`src/rtl/chip8_pkg.sv`:
```
// Shared constants and types for the CHIP-8 framebuffer scanout: framebuffer geometry
// and the default 640x480@60 raster timing.
package chip8_pkg;
  localparam int CHIP8_W = 64;
  localparam int CHIP8_H = 32;
  localparam int ROW_AW  = 5;
  localparam int COL_W   = 6;
  localparam int CNT_W   = 10;

  localparam int VGA_H_ACTIVE = 640;
  localparam int VGA_H_FP     = 16;
  localparam int VGA_H_SYNC   = 96;
  localparam int VGA_H_BP     = 48;
  localparam int VGA_V_ACTIVE = 480;
  localparam int VGA_V_FP     = 10;
  localparam int VGA_V_SYNC   = 2;
  localparam int VGA_V_BP     = 33;

  typedef logic [CNT_W-1:0]   cnt_t;
  typedef logic [CHIP8_W-1:0] row_t;
  typedef logic [ROW_AW-1:0]  row_addr_t;

  function automatic int clog2_min1(input int n);
    return (n > 1) ? $clog2(n) : 1;
  endfunction
endpackage

```
`src/rtl/chip8_fb_scanout_if.sv`:
```
// Row-read port between the scanout reader (master) and the framebuffer RAM (slave).
interface chip8_fb_scanout_if;
  import chip8_pkg::*;
  logic      fb_rd;
  row_addr_t fb_addr;
  row_t      fb_data;
  modport master (output fb_rd, fb_addr, input fb_data);
  modport slave  (input fb_rd, fb_addr, output fb_data);
endinterface

```
`src/rtl/chip8_vga_timing.sv`:
```
// Pixel-enable divider and raster counters; registered sync/de plus the per-line
// fetch point, end-of-line step and once-per-frame tick.
module chip8_vga_timing
  import chip8_pkg::*;
#(
  parameter int CE_DIV   = 5,
  parameter int H_ACTIVE = VGA_H_ACTIVE,
  parameter int H_FP     = VGA_H_FP,
  parameter int H_SYNC   = VGA_H_SYNC,
  parameter int H_BP     = VGA_H_BP,
  parameter int V_ACTIVE = VGA_V_ACTIVE,
  parameter int V_FP     = VGA_V_FP,
  parameter int V_SYNC   = VGA_V_SYNC,
  parameter int V_BP     = VGA_V_BP
) (
  input  logic clk,
  input  logic reset,
  output logic ce,
  output logic line_end,
  output logic fetch_pt,
  output cnt_t h_cnt,
  output cnt_t v_cnt,
  output logic hsync,
  output logic vsync,
  output logic de,
  output logic frame_tick
);
  localparam int H_TOTAL = H_ACTIVE + H_FP + H_SYNC + H_BP;
  localparam int V_TOTAL = V_ACTIVE + V_FP + V_SYNC + V_BP;
  localparam int DIV_W   = clog2_min1(CE_DIV);

  localparam logic [DIV_W-1:0] DIV_LAST = DIV_W'(CE_DIV - 1);
  localparam cnt_t H_LAST   = CNT_W'(H_TOTAL - 1);
  localparam cnt_t V_LAST   = CNT_W'(V_TOTAL - 1);
  localparam cnt_t H_ACT    = CNT_W'(H_ACTIVE);
  localparam cnt_t V_ACT    = CNT_W'(V_ACTIVE);
  localparam cnt_t V_ACT_LST = CNT_W'(V_ACTIVE - 1);
  localparam cnt_t HS_BEG   = CNT_W'(H_ACTIVE + H_FP);
  localparam cnt_t HS_END   = CNT_W'(H_ACTIVE + H_FP + H_SYNC);
  localparam cnt_t VS_BEG   = CNT_W'(V_ACTIVE + V_FP);
  localparam cnt_t VS_END   = CNT_W'(V_ACTIVE + V_FP + V_SYNC);

  logic [DIV_W-1:0] div;
  logic             h_last;

  assign ce       = (div == DIV_LAST);
  assign h_last   = (h_cnt == H_LAST);
  assign line_end = ce && h_last;
  assign fetch_pt = ce && (h_cnt == H_ACT);

  // Video outputs are decoded from the pre-increment counters, giving one pixel of lag.
  always_ff @(posedge clk) begin
    if (reset) begin
      div        <= '0;
      h_cnt      <= '0;
      v_cnt      <= '0;
      hsync      <= 1'b1;
      vsync      <= 1'b1;
      de         <= 1'b0;
      frame_tick <= 1'b0;
    end else begin
      div        <= ce ? '0 : div + 1'b1;
      frame_tick <= line_end && (v_cnt == V_ACT_LST);
      if (ce) begin
        hsync <= !((h_cnt >= HS_BEG) && (h_cnt < HS_END));
        vsync <= !((v_cnt >= VS_BEG) && (v_cnt < VS_END));
        de    <= (h_cnt < H_ACT) && (v_cnt < V_ACT);
        if (h_last) begin
          h_cnt <= '0;
          v_cnt <= (v_cnt == V_LAST) ? '0 : v_cnt + 1'b1;
        end else begin
          h_cnt <= h_cnt + 1'b1;
        end
      end
    end
  end
endmodule

```
`src/rtl/chip8_fb_scanout.sv`:
```
// CHIP-8 framebuffer scanout: fetches one 64-bit row per display line into a line
// buffer and scales it into the letterboxed raster produced by chip8_vga_timing.
module chip8_fb_scanout
  import chip8_pkg::*;
#(
  parameter int CE_DIV   = 5,
  parameter int SCALE    = 10,
  parameter int Y_OFFSET = 80,
  parameter int H_ACTIVE = VGA_H_ACTIVE,
  parameter int H_FP     = VGA_H_FP,
  parameter int H_SYNC   = VGA_H_SYNC,
  parameter int H_BP     = VGA_H_BP,
  parameter int V_ACTIVE = VGA_V_ACTIVE,
  parameter int V_FP     = VGA_V_FP,
  parameter int V_SYNC   = VGA_V_SYNC,
  parameter int V_BP     = VGA_V_BP
) (
  input  logic               clk,
  input  logic               reset,
  chip8_fb_scanout_if.master fb,
  output logic               hsync,
  output logic               vsync,
  output logic               de,
  output logic               pixel,
  output logic               frame_tick
);
  localparam int V_TOTAL = V_ACTIVE + V_FP + V_SYNC + V_BP;
  localparam int SUB_W   = clog2_min1(SCALE);

  localparam logic [SUB_W-1:0] SUB_LAST = SUB_W'(SCALE - 1);
  localparam row_addr_t ROW_LAST = ROW_AW'(CHIP8_H - 1);
  localparam cnt_t H_ACT   = CNT_W'(H_ACTIVE);
  localparam cnt_t V_LAST  = CNT_W'(V_TOTAL - 1);
  localparam cnt_t WIN_TOP = CNT_W'(Y_OFFSET);
  // Line whose fetch slot loads row 0; wraps to the last line when the window starts at 0.
  localparam cnt_t PRE_TOP = (Y_OFFSET == 0) ? CNT_W'(V_TOTAL - 1) : CNT_W'(Y_OFFSET - 1);

  logic ce, line_end, fetch_pt;
  cnt_t h_cnt, v_cnt, next_v;

  chip8_vga_timing #(
    .CE_DIV(CE_DIV), .H_ACTIVE(H_ACTIVE), .H_FP(H_FP), .H_SYNC(H_SYNC), .H_BP(H_BP),
    .V_ACTIVE(V_ACTIVE), .V_FP(V_FP), .V_SYNC(V_SYNC), .V_BP(V_BP)
  ) u_timing (
    .clk(clk), .reset(reset), .ce(ce), .line_end(line_end), .fetch_pt(fetch_pt),
    .h_cnt(h_cnt), .v_cnt(v_cnt), .hsync(hsync), .vsync(vsync), .de(de),
    .frame_tick(frame_tick)
  );

  logic             in_win, pre_top, last_line, fetch_en, rd_d;
  row_addr_t        win_row, fetch_row;
  logic [SUB_W-1:0] win_sub, sub_col;
  logic [COL_W-1:0] col;
  row_t             line_buf;

  always_comb begin
    next_v    = (v_cnt == V_LAST) ? '0 : v_cnt + 1'b1;
    pre_top   = (v_cnt == PRE_TOP);
    last_line = (win_row == ROW_LAST) && (win_sub == SUB_LAST);
    fetch_en  = pre_top || (in_win && !last_line);
    fetch_row = win_row;
    if (pre_top)                fetch_row = '0;
    else if (win_sub == SUB_LAST) fetch_row = win_row + 1'b1;
  end

  // Window position of the current line; advanced at end of line, ahead of the next one.
  always_ff @(posedge clk) begin
    if (reset) begin
      in_win  <= 1'b0;
      win_row <= '0;
      win_sub <= '0;
    end else if (line_end) begin
      if (next_v == WIN_TOP) begin
        in_win  <= 1'b1;
        win_row <= '0;
        win_sub <= '0;
      end else if (in_win) begin
        if (win_sub == SUB_LAST) begin
          win_sub <= '0;
          win_row <= win_row + 1'b1;
          if (win_row == ROW_LAST) in_win <= 1'b0;
        end else begin
          win_sub <= win_sub + 1'b1;
        end
      end
    end
  end

  // The row is fetched during horizontal blanking of the preceding line, so the line
  // buffer is a stable snapshot for the whole of the line it feeds.
  always_ff @(posedge clk) begin
    if (reset) begin
      fb.fb_rd   <= 1'b0;
      fb.fb_addr <= '0;
      rd_d       <= 1'b0;
      line_buf   <= '0;
    end else begin
      fb.fb_rd <= fetch_pt && fetch_en;
      if (fetch_pt && fetch_en) fb.fb_addr <= fetch_row;
      rd_d <= fb.fb_rd;
      if (rd_d) line_buf <= fb.fb_data;
    end
  end

  always_ff @(posedge clk) begin
    if (reset) begin
      col     <= '0;
      sub_col <= '0;
      pixel   <= 1'b0;
    end else if (ce) begin
      pixel <= in_win && (h_cnt < H_ACT) && line_buf[~col];
      if (line_end) begin
        col     <= '0;
        sub_col <= '0;
      end else if (sub_col == SUB_LAST) begin
        sub_col <= '0;
        col     <= col + 1'b1;
      end else begin
        sub_col <= sub_col + 1'b1;
      end
    end
  end
endmodule

```
`src/flat_wrapper.sv`:
```
// flat-port wrapper written by rule: the top's interface ports become plain ports
module chip8_fb_scanout_flat import chip8_pkg::*;
#(
  parameter int CE_DIV   = 5,
  parameter int SCALE    = 10,
  parameter int Y_OFFSET = 80,
  parameter int H_ACTIVE = VGA_H_ACTIVE,
  parameter int H_FP     = VGA_H_FP,
  parameter int H_SYNC   = VGA_H_SYNC,
  parameter int H_BP     = VGA_H_BP,
  parameter int V_ACTIVE = VGA_V_ACTIVE,
  parameter int V_FP     = VGA_V_FP,
  parameter int V_SYNC   = VGA_V_SYNC,
  parameter int V_BP     = VGA_V_BP
)
  (clk, reset, hsync, vsync, de, pixel, frame_tick, fb_fb_rd, fb_fb_addr, fb_fb_data);
  chip8_fb_scanout_if fb_i ();
  input  logic clk;
  input  logic reset;
  output logic hsync;
  output logic vsync;
  output logic de;
  output logic pixel;
  output logic frame_tick;
  output wire logic [$bits(fb_i.fb_rd)-1:0] fb_fb_rd;
  output wire logic [$bits(fb_i.fb_addr)-1:0] fb_fb_addr;
  input wire logic [$bits(fb_i.fb_data)-1:0] fb_fb_data;
  assign fb_fb_rd = fb_i.fb_rd;
  assign fb_fb_addr = fb_i.fb_addr;
  assign fb_i.fb_data = fb_fb_data;
  chip8_fb_scanout #(.CE_DIV(CE_DIV), .SCALE(SCALE), .Y_OFFSET(Y_OFFSET), .H_ACTIVE(H_ACTIVE), .H_FP(H_FP), .H_SYNC(H_SYNC), .H_BP(H_BP), .V_ACTIVE(V_ACTIVE), .V_FP(V_FP), .V_SYNC(V_SYNC), .V_BP(V_BP)) u_core (.clk(clk), .reset(reset), .fb(fb_i), .hsync(hsync), .vsync(vsync), .de(de), .pixel(pixel), .frame_tick(frame_tick));
endmodule
```
`config.mk`:
```
export PLATFORM = sky130hd
export DESIGN_NAME = chip8_fb_scanout_flat
export DESIGN_NICKNAME = d
export VERILOG_FILES = /design/src/rtl/chip8_pkg.sv /design/src/rtl/chip8_fb_scanout_if.sv /design/src/rtl/chip8_vga_timing.sv /design/src/rtl/chip8_fb_scanout.sv /design/src/flat_wrapper.sv
export SDC_FILE = /design/constraint.sdc
export NUM_CORES = 1
export LEC_CHECK = 0
export ABC_AREA = 0
export CAP_MARGIN = 25
export CORE_MARGIN = 2
export CORE_UTILIZATION = 42
export CTS_BUF_LIST = sky130_fd_sc_hd__clkbuf_8
export DETAILED_ROUTE_END_ITERATION = 12
export PLACE_DENSITY = 0.75
export SLEW_MARGIN = 15
export SYNTH_ARGS = -nofsm -noshare
export SYNTH_HDL_FRONTEND = slang
export SYNTH_SLANG_ARGS = --single-unit
```
`constraint.sdc`:
```
create_clock -name clk -period 4.6 [get_ports clk]
set_input_delay 0.69 -clock clk [delete_from_list [all_inputs] [get_ports clk]]
set_output_delay 0.69 -clock clk [all_outputs]
set_load 0.01 [all_outputs]
```
# After elaboration in Yosys (flattened, before gate mapping)
# Index checks and enable logic that the tools add are counted.
[totals]
ff_bits = 119
inputBits = 66
out_inout_bits = 11
word_cells = 82
[classes]
addsub = 7
magnitude_cmp = 7
eq_ne = 10
n_mux = 19
n_bitwise = 1
reduce_logical = 21
[op_table]
columns = ["operator", "count"]
rows = [
  ["equality test 10 bit (second input constant)", 3],
  ["adder 10 x 1 -> 10 bit (second input constant)", 2],
  ["equality test 10 x 7 -> 1 bit (second input constant)", 2],
  ["less-than comparator 10 bit (second input constant)", 2],
  ["less-than comparator 10 x 9 -> 1 bit (second input constant)", 2],
  ["2-to-1 mux 10 bit", 2],
  ["2-to-1 mux 4 bit", 5],
  ["2-to-1 mux 5 bit", 4],
  ["2-to-1 mux 6 bit", 2],
  ["logical AND 1 bit", 11],
  ["equality test 10 x 9 -> 1 bit (second input constant)", 1],
  [">= comparator 10 bit (second input constant)", 1],
  [">= comparator 10 x 9 -> 1 bit (second input constant)", 1],
  ["adder 4 x 1 -> 4 bit (second input constant)", 2],
  ["equality test 4 bit (second input constant)", 2],
  ["less-than comparator 6 x 7 -> 1 bit (second input constant)", 1],
  ["adder 6 x 1 -> 6 bit (second input constant)", 1],
  ["binary-select mux 1 bit (select 6 bit)", 1],
  ["NOT 6 bit", 1],
  ["AND reduction 2 bit", 3],
  ["adder 5 x 1 -> 5 bit (second input constant)", 1],
  ["equality test 5 bit (second input constant)", 1],
  ["2-to-1 mux 1 bit", 5],
  ["nonzero test 2 bit", 2],
  ["5 further kinds", 7],
]

# Longest topological paths before layout
# Gate-level depths: netlist (run 1).
[logic_depth]
depth_word = 6
depth_mapped = 9
ltp_nobuf = 9

# Cells and area by module
# Synthesis (run 1) repeated with hierarchy kept, for this count alone.
[unflattened]
cells_unflattened = 574
hier_area_um2 = 5666.7
[by_module_without_submodules]
columns = ["mod", "n_inst", "cells_per_inst", "area_per_inst_um2", "seq_area_each_um2"]
rows = [
  ["chip8_fb_scanout", 1, 418, 4254.1, 1841.8],
  ["chip8_vga_timing", 1, 156, 1412.6, 540.5],
]

# Least setup slack after synthesis (run 1)
# No wires, ideal clock.
[synth_path]
path_kind = "reg-to-reg"
start = "register u_core.win_row[0]"
end = "register u_core.fb.fb_addr[4]"
setup_ps = 70
t_arrival_ps = 1865
required_time_ps = 4530
path_slack_ps = 2664
stages_incl_launch_ff = 10
path_buffers = 0
synth_period_minus_slack_ps = 1936
path_cell_list = "dfxtp_1 ha_1 and3_1 ha_1 inv_1 o21ai_0 a2111o_1 nor2b_2 nand2b_1 a21oi_1"
[synth_via]
elab_chain_len = 6
word_cells_on_any_way = 9
classes_between = "add/sub (1); eq/ne (1); mux (2); reduce/logical (5)"
[synth_lines]
columns = ["item", "line", "source"]
rows = [
  ["start, declared", "chip8_fb_scanout.sv:51", "row_addr_t win_row, fetch_row;"],
  ["start signal, assigned", "chip8_fb_scanout.sv:80", "win_row <= win_row + 1'b1;"],
  ["branches (longest 6 deep; another with adder 5 x 1 -> 5 bit)", "--", ""],
  ["end signal, assigned", "chip8_fb_scanout.sv:99", "if (fetch_pt && fetch_en) fb.fb_addr <= fetch_row;"],
  ["end, declared", "chip8_fb_scanout_if.sv:7", "modport master (output fb_rd, fb_addr, input fb_data);"],
]
# Parallel ways; which one is timed is not known.
# A chain may end at the register's enable or synchronous reset.

# Worst setup path after layout (run 1)
[layout_path]
start = "register u_core.u_timing.div[0]"
end = "register u_core.win_row[2]"
[layout_via]
elab_chain_len = 3
[layout_lines]
columns = ["item", "line", "source"]
rows = [
  ["start, declared", "chip8_vga_timing.sv:43", "logic [DIV_W-1:0] div;"],
  ["start signal, assigned", "chip8_vga_timing.sv:62", "div <= ce ? '0 : div + 1'b1;"],
  ["equality test 3 bit", "chip8_vga_timing.sv:46", "assign ce = (div == DIV_LAST);"],
  ["logical AND 1 bit", "chip8_vga_timing.sv:48", "assign line_end = ce && h_last;"],
  ["AND reduction 2 bit (no source line)", "--", ""],
]
# No other way between the ends.

==> impl_summary.log, run 1 <==
[metrics] total clock sinks: 119
[metrics] fraction of final layout cells sized beyond drive strength 1: 10.5%
[metrics] critical path fanouts, max: 15
[metrics] via count of the first global-routing pass: 4522
[metrics] post_cts resized: 0
[metrics] final weighted congestion of routability-driven global placement: 0.868
[metrics] Area Overhead vs Synth: 21.4%
[metrics] cells along the critical path: inv_1 > ha_1 > nand2_1 > or4_4 > nand2b_1 > o31ai_1 > a22o_1
[metrics] highest achievable clock rate: 365 MHz
[metrics] cell area after synthesis: about 0.0057 mm²
[metrics] overall die width: 120 µm
[metrics] CP endpoint kind: flip-flop
[metrics] run status: finished clean
[metrics] net count after synthesis: 675
[metrics] crit start category: flip-flop
[metrics] overall global routing resource usage: 18.0%
[metrics] detailed-router iteration count before antenna repair: 5
[metrics] Yosys reg bits: 119
[metrics] Diodes inserted: 0
[metrics] share of the synthesized area in the top cell type: 41.9%
[metrics] most used standard cell by instance count after synthesis: sky130_fd_sc_hd__dfxtp_1
[metrics] number of buffers inserted by hold repair at cts: 0
[metrics] number of nets still failing antenna checks after routing: 0
[metrics] top area cells in the synthesized netlist: sky130_fd_sc_hd__dfxtp_1, sky130_fd_sc_hd__mux2i_1, sky130_fd_sc_hd__nor2_1
[metrics] number of buffers inserted to repair setup after CTS: 0
[metrics] worst slew margin relative to its limit: 54.6%
[metrics] top-level I/O count: 77
[metrics] pin count of the biggest net entering global routing: 65
[metrics] accumulated negative setup slack: 0 ns
[metrics] Post-DP HPWL: roughly 8.8 mm
[metrics] ratio of final minimum period to clock period: 59.6%
[metrics] Leak Pwr: 2.38 nW
[metrics] clock insertion delay at the later pin of the skew report: 0.44 ns
[metrics] global-route wire length before repair: 20.9 mm
[metrics] EDFF count, synth: 0
[metrics] library cell with the largest summed area after synthesis: sky130_fd_sc_hd__dfxtp_1
[metrics] Bufs on Longest Clock Path: 2
[metrics] detailed-route wire length per cell: 14.7 µm
[metrics] number of synthesis warnings: 0
[metrics] post-route minimum period: 2.74 ns
[metrics] post-route cell area: 0.00691 mm²
[metrics] Hold WC Path Type: reg -> reg
[metrics] Port Buffer Count: 76
[metrics] register area share after synthesis: 41.9%
[metrics] total vias in the final route: 4456
[metrics] total congestion overflow: 0
[metrics] clock tree from TritonCTS: done
[metrics] Die Span Y: 120 µm
[metrics] power density over the cells: ~300 mW/mm²
[metrics] commonest cells in the netlist: sky130_fd_sc_hd__dfxtp_1, sky130_fd_sc_hd__nor2_1, sky130_fd_sc_hd__mux2i_1, sky130_fd_sc_hd__nand2_1, sky130_fd_sc_hd__clkbuf_1
[metrics] post-route DRC violation count: 0
[metrics] number of max-capacitance violations reported: 0
[metrics] cells after synthesis: between 500 and 600
[metrics] die area: 0.0145 mm²
[metrics] initial antenna violation count: 0
[metrics] number of max-slew violations in the final report: 0
[metrics] mean instance size in the synthesized netlist: 9.57 µm²
[metrics] Place WS: ~1.9 ns
[metrics] standard cell with the maximum stage delay on the critical path: sky130_fd_sc_hd__or4_4
[metrics] Rows: 42
[metrics] first-iteration detailed-routing DRC count: ~240
[metrics] RSZ-0062 raised after global routing: false
[metrics] total CTS buffers: 17
[metrics] Req. time, crit path: 4.92 ns
[metrics] Via-to-Cell Ratio: 5.28
[metrics] classification of the worst setup path: reg -> reg
[metrics] # H-tree levels: 4
[metrics] Final Hold Viols: 0
[metrics] share of synthesized registers carrying an async set or reset: 0%
[metrics] cell class contributing the biggest share of worst-path delay: simple AND/OR/NAND/NOR gates
[metrics] Tightest Pin Transition: 0.681 ns
[metrics] clock edge transition at the registers on the reported setup and hold paths: about 0.070 ns
[metrics] final net count: about 740
[metrics] worst clock skew: 0.0116 ns
[metrics] final critical-path setup slack: roughly 1.9 ns
[metrics] Netlist cell types: 64
[metrics] Arr. time, crit path: 3.06 ns
[metrics] count of endpoints failing setup in the final report: 0
[metrics] crit path buf inv count: 1
[metrics] maximum cell stage delay along the critical path: 0.75 ns
[metrics] Post-DP Area: 0.00651 mm²
[metrics] starting utilization of the core area: 43.0%
[metrics] total wire length after detailed routing: 12.4 mm
[metrics] CTS root buffer: sky130_fd_sc_hd__clkbuf_8
[metrics] most used flip-flop cell after synthesis: sky130_fd_sc_hd__dfxtp_1
[metrics] peak ir drop on the vdd network: 0.000208 V
[metrics] Core Footprint: 0.0132 mm²
==> stage by stage <==
step / hold slack [ns] / util (%) / power [mW] / std cells
floorplan: 0.432 / - / 1.10 / 595
global placement: 0.444 / 49.1 / 1.16 / 811
detailed placement: 0.449 / 49.1 / 1.16 / 811
CTS: 0.466 / 52.0 / 2.06 / 843
global route: 0.490 / 52.2 / 2.12 / 844
finish: 0.463 / 52.2 / 2.04 / 844
==> cell families (layout without fill, tap and decap cells) <==
family | after synthesis | count (layout) | synth area share, %
simple gates | 234 | 234 | 20.9
flops | 119 | 119 | 41.9
mux | 92 | 92 | 18.9
compound gates | 59 | 59 | 7.28
buf+inv | 52 | 125 | 4.18
xor+xnor | 25 | 25 | 3.85
fa+ha+maj | 14 | 14 | 3.08
==> sequential cells by signal (all words and copies together) (netlist names) <==
register,count
u_core.pixel,1
u_core.u_timing.v_cnt,10
u_core.u_timing.vsync,1
u_core.rd_d,1
u_core.u_timing.h_cnt,10
u_core.sub_col,4
u_core.u_timing.frame_tick,1
u_core.u_timing.hsync,1
u_core.col,6
u_core.in_win,1
u_core.win_sub,4
u_core.win_row,5
u_core.line_buf,64
u_core.u_timing.div,3
u_core.fb.fb_addr,5
u_core.fb.fb_rd,1
u_core.u_timing.de,1
==> metal layers <==
metal | part of all wire [%] | up-vias | global-route usage [%] | wire length [µm]
li1 | - | 2211 | - | -
met2 | 50 | 91 | 30.6 | 6260
met4 | 1.1 | 0 | 6.69 | 135
met5 | 0 | - | 0 | 0
met1 | 44 | 2144 | 21.4 | 5490
met3 | 4.5 | 10 | 5.28 | 565
==> area by class of cell <==
cell class	count	area [µm²]
Fill cell	1197	6330
Inverter	13	48.8
Timing Repair Buffer	80	808
Sequential cell	119	2390
Clock buffer	17	234
Multi-Input combinational cell	424	3070
Clock inverter	15	140
Tap cell	176	220
==> layout by cell type (no fill, tap or decap), types with 6 or more instances in the layout <==
master and instances:
sky130_fd_sc_hd__nand4_1 12, sky130_fd_sc_hd__xor2_1 13, sky130_fd_sc_hd__nor2b_1 8, sky130_fd_sc_hd__a21oi_1 11, sky130_fd_sc_hd__nand2_1 36, sky130_fd_sc_hd__inv_6 6
sky130_fd_sc_hd__clkbuf_8 17, sky130_fd_sc_hd__a22oi_1 7, sky130_fd_sc_hd__o21ai_0 10, sky130_fd_sc_hd__mux4_2 12, sky130_fd_sc_hd__xnor2_1 12, sky130_fd_sc_hd__nand2b_1 6
sky130_fd_sc_hd__ha_1 14, sky130_fd_sc_hd__nor2_1 106, sky130_fd_sc_hd__mux2i_1 77, sky130_fd_sc_hd__clkdlybuf4s50_1 75, sky130_fd_sc_hd__inv_1 13, sky130_fd_sc_hd__nor3_1 13
sky130_fd_sc_hd__and3_1 6, sky130_fd_sc_hd__dfxtp_1 118, sky130_fd_sc_hd__a31oi_1 7, sky130_fd_sc_hd__nand3_1 12
==> worst register-to-register path: cells and delay by family, from the launching register on <==
family	cells	cell delay (ns)
fa+ha+maj	1	0.18
buf+inv	1	0.06
flops	1	0.33
compound gates	2	0.44
simple gates	3	1.63
==> final timing paths <==
kind                            slack [ns]              endpoint                   start  cells past startpoint
worst max-delay path                  1.86     u_core.win_row[2]  u_core.u_timing.div[0]                      7
worst min-delay path                  0.46  u_core.fb.fb_addr[4]    u_core.fb.fb_addr[4]                      2
worst max register to register        1.86     u_core.win_row[2]  u_core.u_timing.div[0]                      7
worst min register to register        0.46  u_core.fb.fb_addr[4]    u_core.fb.fb_addr[4]                      2
==> power by group <==
group / internal [mW] / switching (mW)
sequential: 1.03 / 0.00581
clock: 0.438 / 0.463
combinational: 0.0598 / 0.0389
total: 1.53 / 0.508
No activity file was read; power rests on OpenSTA's default activity.
==> run 2, diff against run 1 <==
Clock period 4.6 ns to 2.8 ns, I/O delays scaled along.
==> run 2 against run 1 <==
Net effect:
- wire length rose by 1.9%
- sequential share of layout area down 0.55 points
- clock-buffer cell count up 3
- first-iteration DRC count is 37% higher
- utilization up 0.84 points
- worst setup slack worse by 1.3 ns
- register-to-register slack got worse by 1.3 ns
- die area unchanged
- flip-flop and latch count did not move
- total power is 77% higher
- highest routed layer unchanged
==> impl_summary.log, run 2 (synthesized netlist as in run 1, its figures left out) <==
[metrics] Tightest Pin Transition: 0.643 ns (-0.0388 ns)
[metrics] fraction of power consumed by the clock network: 48.0% (+3.8 points)
[metrics] post-route DRC violation count: 0 (unchanged)
[metrics] die area: 0.0145 mm² (unchanged)
[metrics] pin count of the biggest net entering global routing: 47 (-28%)
[metrics] Rows: 42 (unchanged)
[metrics] number of max-capacitance violations reported: 0 (unchanged)
[metrics] Post-DP HPWL: 9.10 mm (+3.6%)
[metrics] number of flip-flops in the largest register: 64 (unchanged)
[metrics] total clock sinks: 119 (unchanged)
[metrics] switching fraction of total power: 21.2% (-3.7 points)
[metrics] dpl cells: 818 (+0.86%)
[metrics] total congestion overflow: 0 (unchanged)
[metrics] internal portion of total power: 2.84 mW (+85%)
[metrics] initial antenna violation count: 0 (unchanged)
[metrics] fraction of final layout cells sized beyond drive strength 1: 11.1% (+0.67 points)
[metrics] CP endpoint kind: flip-flop
[metrics] clock tree from TritonCTS: done
[metrics] global-route wire length before repair: 21.3 mm (+1.7%)
[metrics] detailed-router iteration count before antenna repair: 6 (+1)
[metrics] most heavily used metal layer in global routing: met2
[metrics] count of endpoints failing setup in the final report: 0 (unchanged)
[metrics] crit start category: flip-flop
[metrics] critical path fanouts, max: 17 (+2)
[metrics] post-route minimum period: 2.24 ns (-0.500 ns)
[metrics] run status: finished clean
[metrics] Post-DP Area: 0.00657 mm² (+1.0%)
[metrics] post_cts resized: 0 (unchanged)
[metrics] Min Hold Slack: 0.394 ns (-0.0685 ns)
[metrics] Die Span Y: 120 µm (unchanged)
[metrics] most frequent cells in the layout: sky130_fd_sc_hd__dfxtp_1, sky130_fd_sc_hd__nor2_1, sky130_fd_sc_hd__mux2i_1
[metrics] number of nets still failing antenna checks after routing: 0 (unchanged)
[metrics] Comb power frac: 4.6% (-0.2 points)
[metrics] overall global routing resource usage: 18.4% (+0.42 points)
[metrics] Port Buffer Count: 76 (unchanged)
[metrics] Switching Power: 0.765 mW (+51%)
[metrics] Arr. time, crit path: 2.54 ns (-0.52 ns)
[metrics] Req. time, crit path: 3.10 ns (-1.82 ns)
[metrics] total vias in the final route: 4534 (+1.8%)
[metrics] met1 Track Usage GR: 21.7% (+0.30 points)
[metrics] Core Footprint: 0.0132 mm² (unchanged)
[metrics] via count of the first global-routing pass: 4561 (+0.86%)
[metrics] Hold WC Path Type: in -> reg
[metrics] number of buffers inserted to repair setup after CTS: 0 (unchanged)
[metrics] peak ir drop on the vdd network: 0.000298 V (+43%)
[metrics] registers with the highest flip-flop counts: u_core.line_buf (64), u_core.u_timing.h_cnt (10), u_core.u_timing.v_cnt (10)
[metrics] M2 GR Usage: 30.8% (+0.18 points)
[metrics] top-level I/O count: 77 (unchanged)
[metrics] final weighted congestion of routability-driven global placement: 0.848 (-2.3%)
[metrics] Largest Register: u_core.line_buf
[metrics] Via-to-Cell Ratio: 5.34 (+1.2%)
[metrics] worst slew margin relative to its limit: 57.2% (+2.6 points)
[metrics] classification of the worst setup path: reg -> reg
[metrics] Diodes inserted: 0 (unchanged)
[metrics] clock insertion delay at the later pin of the skew report: 0.43 ns (about the same)
[metrics] post-route cell area: 0.00702 mm² (+1.6%)
[metrics] worst clock skew: 0.00917 ns (-0.00244 ns)
[metrics] first-iteration detailed-routing DRC count: 324 (+37%)
[metrics] ratio of final minimum period to clock period: 80.0% (+20 points)
[metrics] Final Hold Viols: 0 (unchanged)
[metrics] Leak Pwr: 2.43 nW (+2.4%)
[metrics] highest achievable clock rate: 446 MHz (+22%)
[metrics] post-layout utilization of the core: 53.0% (+0.84 points)
[metrics] Bufs on Longest Clock Path: 2 (unchanged)
[metrics] met3 Usage GRT: 5.94% (+0.66 points)
[metrics] accumulated negative setup slack: 0 ns (unchanged)
[metrics] CTS root buffer: sky130_fd_sc_hd__clkbuf_8
[metrics] total wire length after detailed routing: 12.7 mm (+1.9%)
[metrics] Layout Cells excl Fill: 849 (+0.59%)
[metrics] part of the total power dissipated in sequential elements: 47.4% (-3.6 points)
[metrics] power density over the cells: 513 mW/mm² (+74%)
[metrics] number of buffers inserted by hold repair at cts: 0 (unchanged)
[metrics] Place WS: 0.561 ns (-1.33 ns)
[metrics] # H-tree levels: 4 (unchanged)
[metrics] RSZ-0062 raised after global routing: false
[metrics] detailed-route wire length per cell: 14.9 µm (+1.3%)
[metrics] final critical-path setup slack: 0.559 ns (-1.30 ns)
[metrics] number of max-slew violations in the final report: 0 (unchanged)
[metrics] clock edge transition at the registers on the reported setup and hold paths: 0.07 ns (about the same)
[metrics] most common cell after layout, fill and taps aside: sky130_fd_sc_hd__dfxtp_1
[metrics] total CTS buffers: 17 (unchanged)
[metrics] starting utilization of the core area: 43.0% (unchanged)
[metrics] Overall Power: 3.60 mW (+77%)
[metrics] final net count: 741 (+0.82%)
[metrics] Area Overhead vs Synth: 23.3%
[metrics] overall die width: 120 µm (unchanged)
[run 2: changes by cell type in the layout (fill, tap and decap cells not counted), sizes merged]
cell,before,now
buf,5,11
clkinv,5,6
bufinv,1,4
clkbuf,17,20
inv,21,13
[run 2: layout make-up]
cell class	instances	area, µm²
multi-input cells	424	3070
repair buffers	86	846
well taps	176	220
clock buffers	20	275
flip-flops and latches	119	2390
inverters	13	48.8
fillers	1172	6220
clock inverters	11	173
[run 2: metal layers]
| layer | routed length, µm | vias up |
|---|---|---|
| li1 | - | 2225 |
| met1 | 5460 | 2175 |
| met2 | 6460 | 112 |
| met3 | 509 | 22 |
| met4 | 259 | 0 |
| met5 | 0 | - |
[run 2: critical path: stages, from the launching register on]
cell	delay, ns
sky130_fd_sc_hd__dfxtp_1	0.47
sky130_fd_sc_hd__buf_4	0.33
sky130_fd_sc_hd__mux4_2	0.54
sky130_fd_sc_hd__mux2_2	0.27
sky130_fd_sc_hd__or3_1	0.32
sky130_fd_sc_hd__nand3_1	0.08
sky130_fd_sc_hd__a311oi_1	0.09
[run 2: power groups by stage]
stage,Sequential [mW],Combinational (mW),Clock [mW]
3_5_place_dp,1.75,0.165,0
5_1_grt,1.71,0.178,1.85
3_3_place_gp,1.75,0.162,0
4_1_cts,1.71,0.166,1.77
6_report,1.71,0.164,1.73
2_1_floorplan,1.74,0.0570,0
[run 2: worst paths after layout]
check	start	endpoint	slack, ns	cells past startpoint
worst max-delay path	u_core.col[0]	u_core.pixel	0.56	6
worst min-delay path	reset	u_core.u_timing.v_cnt[1]	0.39	2
worst max register to register	u_core.col[0]	u_core.pixel	0.56	6
worst min register to register	u_core.fb.fb_addr[4]	u_core.fb.fb_addr[4]	0.46	2
==> run 3, diff against run 2 <==
Clock period 2.8 ns to 2.1 ns, I/O delays scaled along.
==> run 3 against run 2 <==
Net effect:
- non-clock buffer count increased by 23
- largest power group is now registers
- critical path depth increased by 3
- cell area increased by 3.8%
- register-to-register slack got worse by 0.47 ns
- die area unchanged
- global-route usage increased by 0.35 points
- clock power increased by 31%
- maximum frequency increased by 11%
- worst setup slack got worse by 0.47 ns
- clock skew increased by 0.0037 ns
- total power increased by 32%
- flip-flop and latch count unchanged
==> impl_summary.log, run 3 (synthesized netlist as in run 1, its figures left out) <==
[metrics] first-iteration detailed-routing DRC count: 222 (-31%)
[metrics] Tightest Pin Transition: 0.444 ns (-0.199 ns)
[metrics] worst-case hold path end point: u_core.u_timing.v_cnt[6]
[metrics] Req. time, crit path: 2.43 ns (-0.67 ns)
[metrics] crit start category: flip-flop
[metrics] total wire length after detailed routing: 13.2 mm (+4.3%)
[metrics] total clock sinks: 119 (unchanged)
[metrics] Largest Register: u_core.line_buf
[metrics] switching fraction of total power: 23.6% (+2.4 points)
[metrics] ratio of final minimum period to clock period: 95.8% (+16 points)
[metrics] clock tree from TritonCTS: done
[metrics] count of endpoints failing setup in the final report: 0 (unchanged)
[metrics] initial antenna violation count: 0 (unchanged)
[metrics] Post-DP HPWL: 9.28 mm (+2.0%)
[metrics] reg-to-reg startpoint: u_core.win_row[1]
[metrics] via count of the first global-routing pass: 4625 (+1.4%)
[metrics] cell depth of the worst min-delay path: 2 (unchanged)
[metrics] Port Buffer Count: 76 (unchanged)
[metrics] most frequent cells in the layout: sky130_fd_sc_hd__dfxtp_1, sky130_fd_sc_hd__nor2_1, sky130_fd_sc_hd__mux2i_1
[metrics] Post-DP Area: 0.00673 mm² (+2.4%)
[metrics] number of max-slew violations in the final report: 0 (unchanged)
[metrics] internal portion of total power: 3.64 mW (+28%)
[metrics] M2 GR Usage: 32.7% (+1.9 points)
[metrics] total congestion overflow: 0 (unchanged)
[metrics] number of filler cells placed in the layout: 1159 (-1.1%)
[metrics] power density over the cells: 654 mW/mm² (+27%)
[metrics] register-to-register setup slack: 0.09 ns (-0.47 ns)
[metrics] detailed-router iteration count before antenna repair: 4 (-2)
[metrics] number of flip-flops in the largest register: 64 (unchanged)
[metrics] Switching Power: 1.13 mW (+47%)
[metrics] most heavily used metal layer in global routing: met2
[metrics] critical register-to-register path endpoint: u_core.fb.fb_addr[2]
[metrics] Area Overhead vs Synth: 28.1%
[metrics] CP endpoint kind: flip-flop
[metrics] fraction of power consumed by the clock network: 47.4% (-0.6 points)
[metrics] Comb power frac: 4.9% (+0.3 points)
[metrics] Overall Power: 4.77 mW (+32%)
[metrics] Via-to-Cell Ratio: 5.30 (-0.69%)
[metrics] Arr. time, crit path: 2.34 ns (-0.20 ns)
[metrics] critical path fanouts, max: 5 (-12)
[metrics] Leak Pwr: 2.57 nW (+5.5%)
[metrics] post-route minimum period: 2.01 ns (-0.230 ns)
[metrics] overall global routing resource usage: 18.7% (+0.35 points)
[metrics] top-level I/O count: 77 (unchanged)
[metrics] Rows: 42 (unchanged)
[metrics] classification of the worst setup path: reg -> reg
[metrics] registers with the highest flip-flop counts: u_core.line_buf (64), u_core.u_timing.h_cnt (10), u_core.u_timing.v_cnt (10)
[metrics] die area: 0.0145 mm² (unchanged)
[metrics] detailed-route wire length per cell: 15.2 µm (+1.4%)
[metrics] global-route wire length before repair: 21.7 mm (+1.8%)
[metrics] starting utilization of the core area: 43.0% (unchanged)
[metrics] number of buffers inserted by hold repair at cts: 0 (unchanged)
[metrics] post-route cell area: 0.00729 mm² (+3.8%)
[metrics] Final Hold Viols: 0 (unchanged)
[metrics] number of nets still failing antenna checks after routing: 0 (unchanged)
[metrics] CTS root buffer: sky130_fd_sc_hd__clkbuf_8
[metrics] run status: finished clean
[metrics] Die Span Y: 120 µm (unchanged)
[metrics] met1 Track Usage GR: 21.6% (-0.087 points)
[metrics] Diodes inserted: 0 (unchanged)
[metrics] pin count of the biggest net entering global routing: 37 (-21%)
[metrics] final weighted congestion of routability-driven global placement: 0.873 (+3.0%)
[metrics] worst slew margin relative to its limit: 70.1% (+13 points)
[metrics] total CTS buffers: 17 (unchanged)
[metrics] min-delay src: reset
[metrics] clock insertion delay at the later pin of the skew report: 0.45 ns (+0.02 ns)
[metrics] worst clock skew: 0.0129 ns (+0.00371 ns)
[metrics] # H-tree levels: 4 (unchanged)
[metrics] final net count: 764 (+3.1%)
[metrics] part of the total power dissipated in sequential elements: 47.7% (+0.3 points)
[metrics] Hold WC Path Type: in -> reg
[metrics] cells on worst reg2reg path: 9 (+3)
[metrics] clock edge transition at the registers on the reported setup and hold paths: 0.08 ns (about the same)
[metrics] Core Footprint: 0.0132 mm² (unchanged)
[metrics] met3 Usage GRT: 5.38% (-0.57 points)
[metrics] Bufs on Longest Clock Path: 2 (unchanged)
[metrics] fraction of final layout cells sized beyond drive strength 1: 16.9% (+5.8 points)
[metrics] number of max-capacitance violations reported: 0 (unchanged)
[metrics] overall die width: 120 µm (unchanged)
[metrics] most common cell after layout, fill and taps aside: sky130_fd_sc_hd__dfxtp_1
[metrics] highest achievable clock rate: 497 MHz (+11%)
[metrics] peak ir drop on the vdd network: 0.000745 V (+150%)
[metrics] post-route DRC violation count: 0 (unchanged)
[metrics] total vias in the final route: 4630 (+2.1%)
## run 3: layout make-up
| cell class | instances | area (µm²) | share of cell area (%) |
|---|---|---|---|
| tap | 176 | 220 | 3.02 |
| multi-input combinational | 424 | 3130 | 42.9 |
| timing repair buffer | 109 | 1060 | 14.5 |
| clock inverter | 14 | 186 | 2.56 |
| clock buffer | 18 | 248 | 3.40 |
| sequential | 119 | 2400 | 32.9 |
| inverter | 13 | 48.8 | 0.669 |
## run 3: worst max-delay path: stages, from the launching register on
cell                       delay [ns]
sky130_fd_sc_hd__dfxtp_2         0.36
sky130_fd_sc_hd__ha_4            0.17
sky130_fd_sc_hd__and3_1          0.17
sky130_fd_sc_hd__ha_1            0.18
sky130_fd_sc_hd__inv_1           0.04
sky130_fd_sc_hd__o21ai_1         0.09
sky130_fd_sc_hd__a2111o_1        0.46
sky130_fd_sc_hd__buf_6           0.17
sky130_fd_sc_hd__a22oi_2         0.18
sky130_fd_sc_hd__nor2_1          0.07
## run 3: metrics by stage
stage | worst slack [ns] | hold WS, ns | TNS (ns) | std cells | utilization [%]
finish | 0.0888 | 0.266 | 0 | 873 | 55.0
global route | -0.0119 | 0.272 | -0.0119 | 873 | 55.0
CTS | 0.00212 | 0.246 | 0 | 868 | 54.2
detailed placement | -0.0161 | 0.452 | -0.0337 | 836 | 50.8
global placement | 0.0291 | 0.447 | 0 | 836 | 50.8
floorplan | 0.164 | 0.432 | 0 | 595 | -
## run 3: routing by layer
| layer | routed length, µm | up-vias |
|---|---|---|
| li1 | - | 2273 |
| met5 | 0 | - |
| met1 | 5700 | 2235 |
| met2 | 6750 | 100 |
| met3 | 529 | 22 |
| met4 | 250 | 0 |
## run 3: power by group through the flow
stage / Sequential, mW / Clock (mW) / Combinational (mW)
after floorplan: 2.32 / 0 / 0.0761
after global placement: 2.32 / 0 / 0.227
after detailed placement: 2.32 / 0 / 0.231
after CTS: 2.27 / 2.30 / 0.232
after global routing: 2.27 / 2.39 / 0.250
final: 2.27 / 2.26 / 0.233
## run 3: worst max path at each step
stage / from / end / slack, ns / depth (start not counted)
finish: u_core.win_row[1] / u_core.fb.fb_addr[2] / 0.09 / 9
detailed placement: u_core.u_timing.v_cnt[6] / u_core.fb.fb_addr[2] / -0.02 / 6
global placement: u_core.col[0] / u_core.pixel / 0.03 / 7
global route: u_core.u_timing.v_cnt[0] / u_core.win_row[0] / -0.01 / 8
CTS: u_core.win_row[1] / u_core.fb.fb_addr[2] / 0.002 / 9
floorplan: u_core.win_row[0] / u_core.fb.fb_addr[4] / 0.16 / 9
## run 3: repair_timing
action,CTS,global route
buffers inserted,0,5
gates resized for setup,4,21
setup endpoints to repair,4,27
pin swaps,1,6
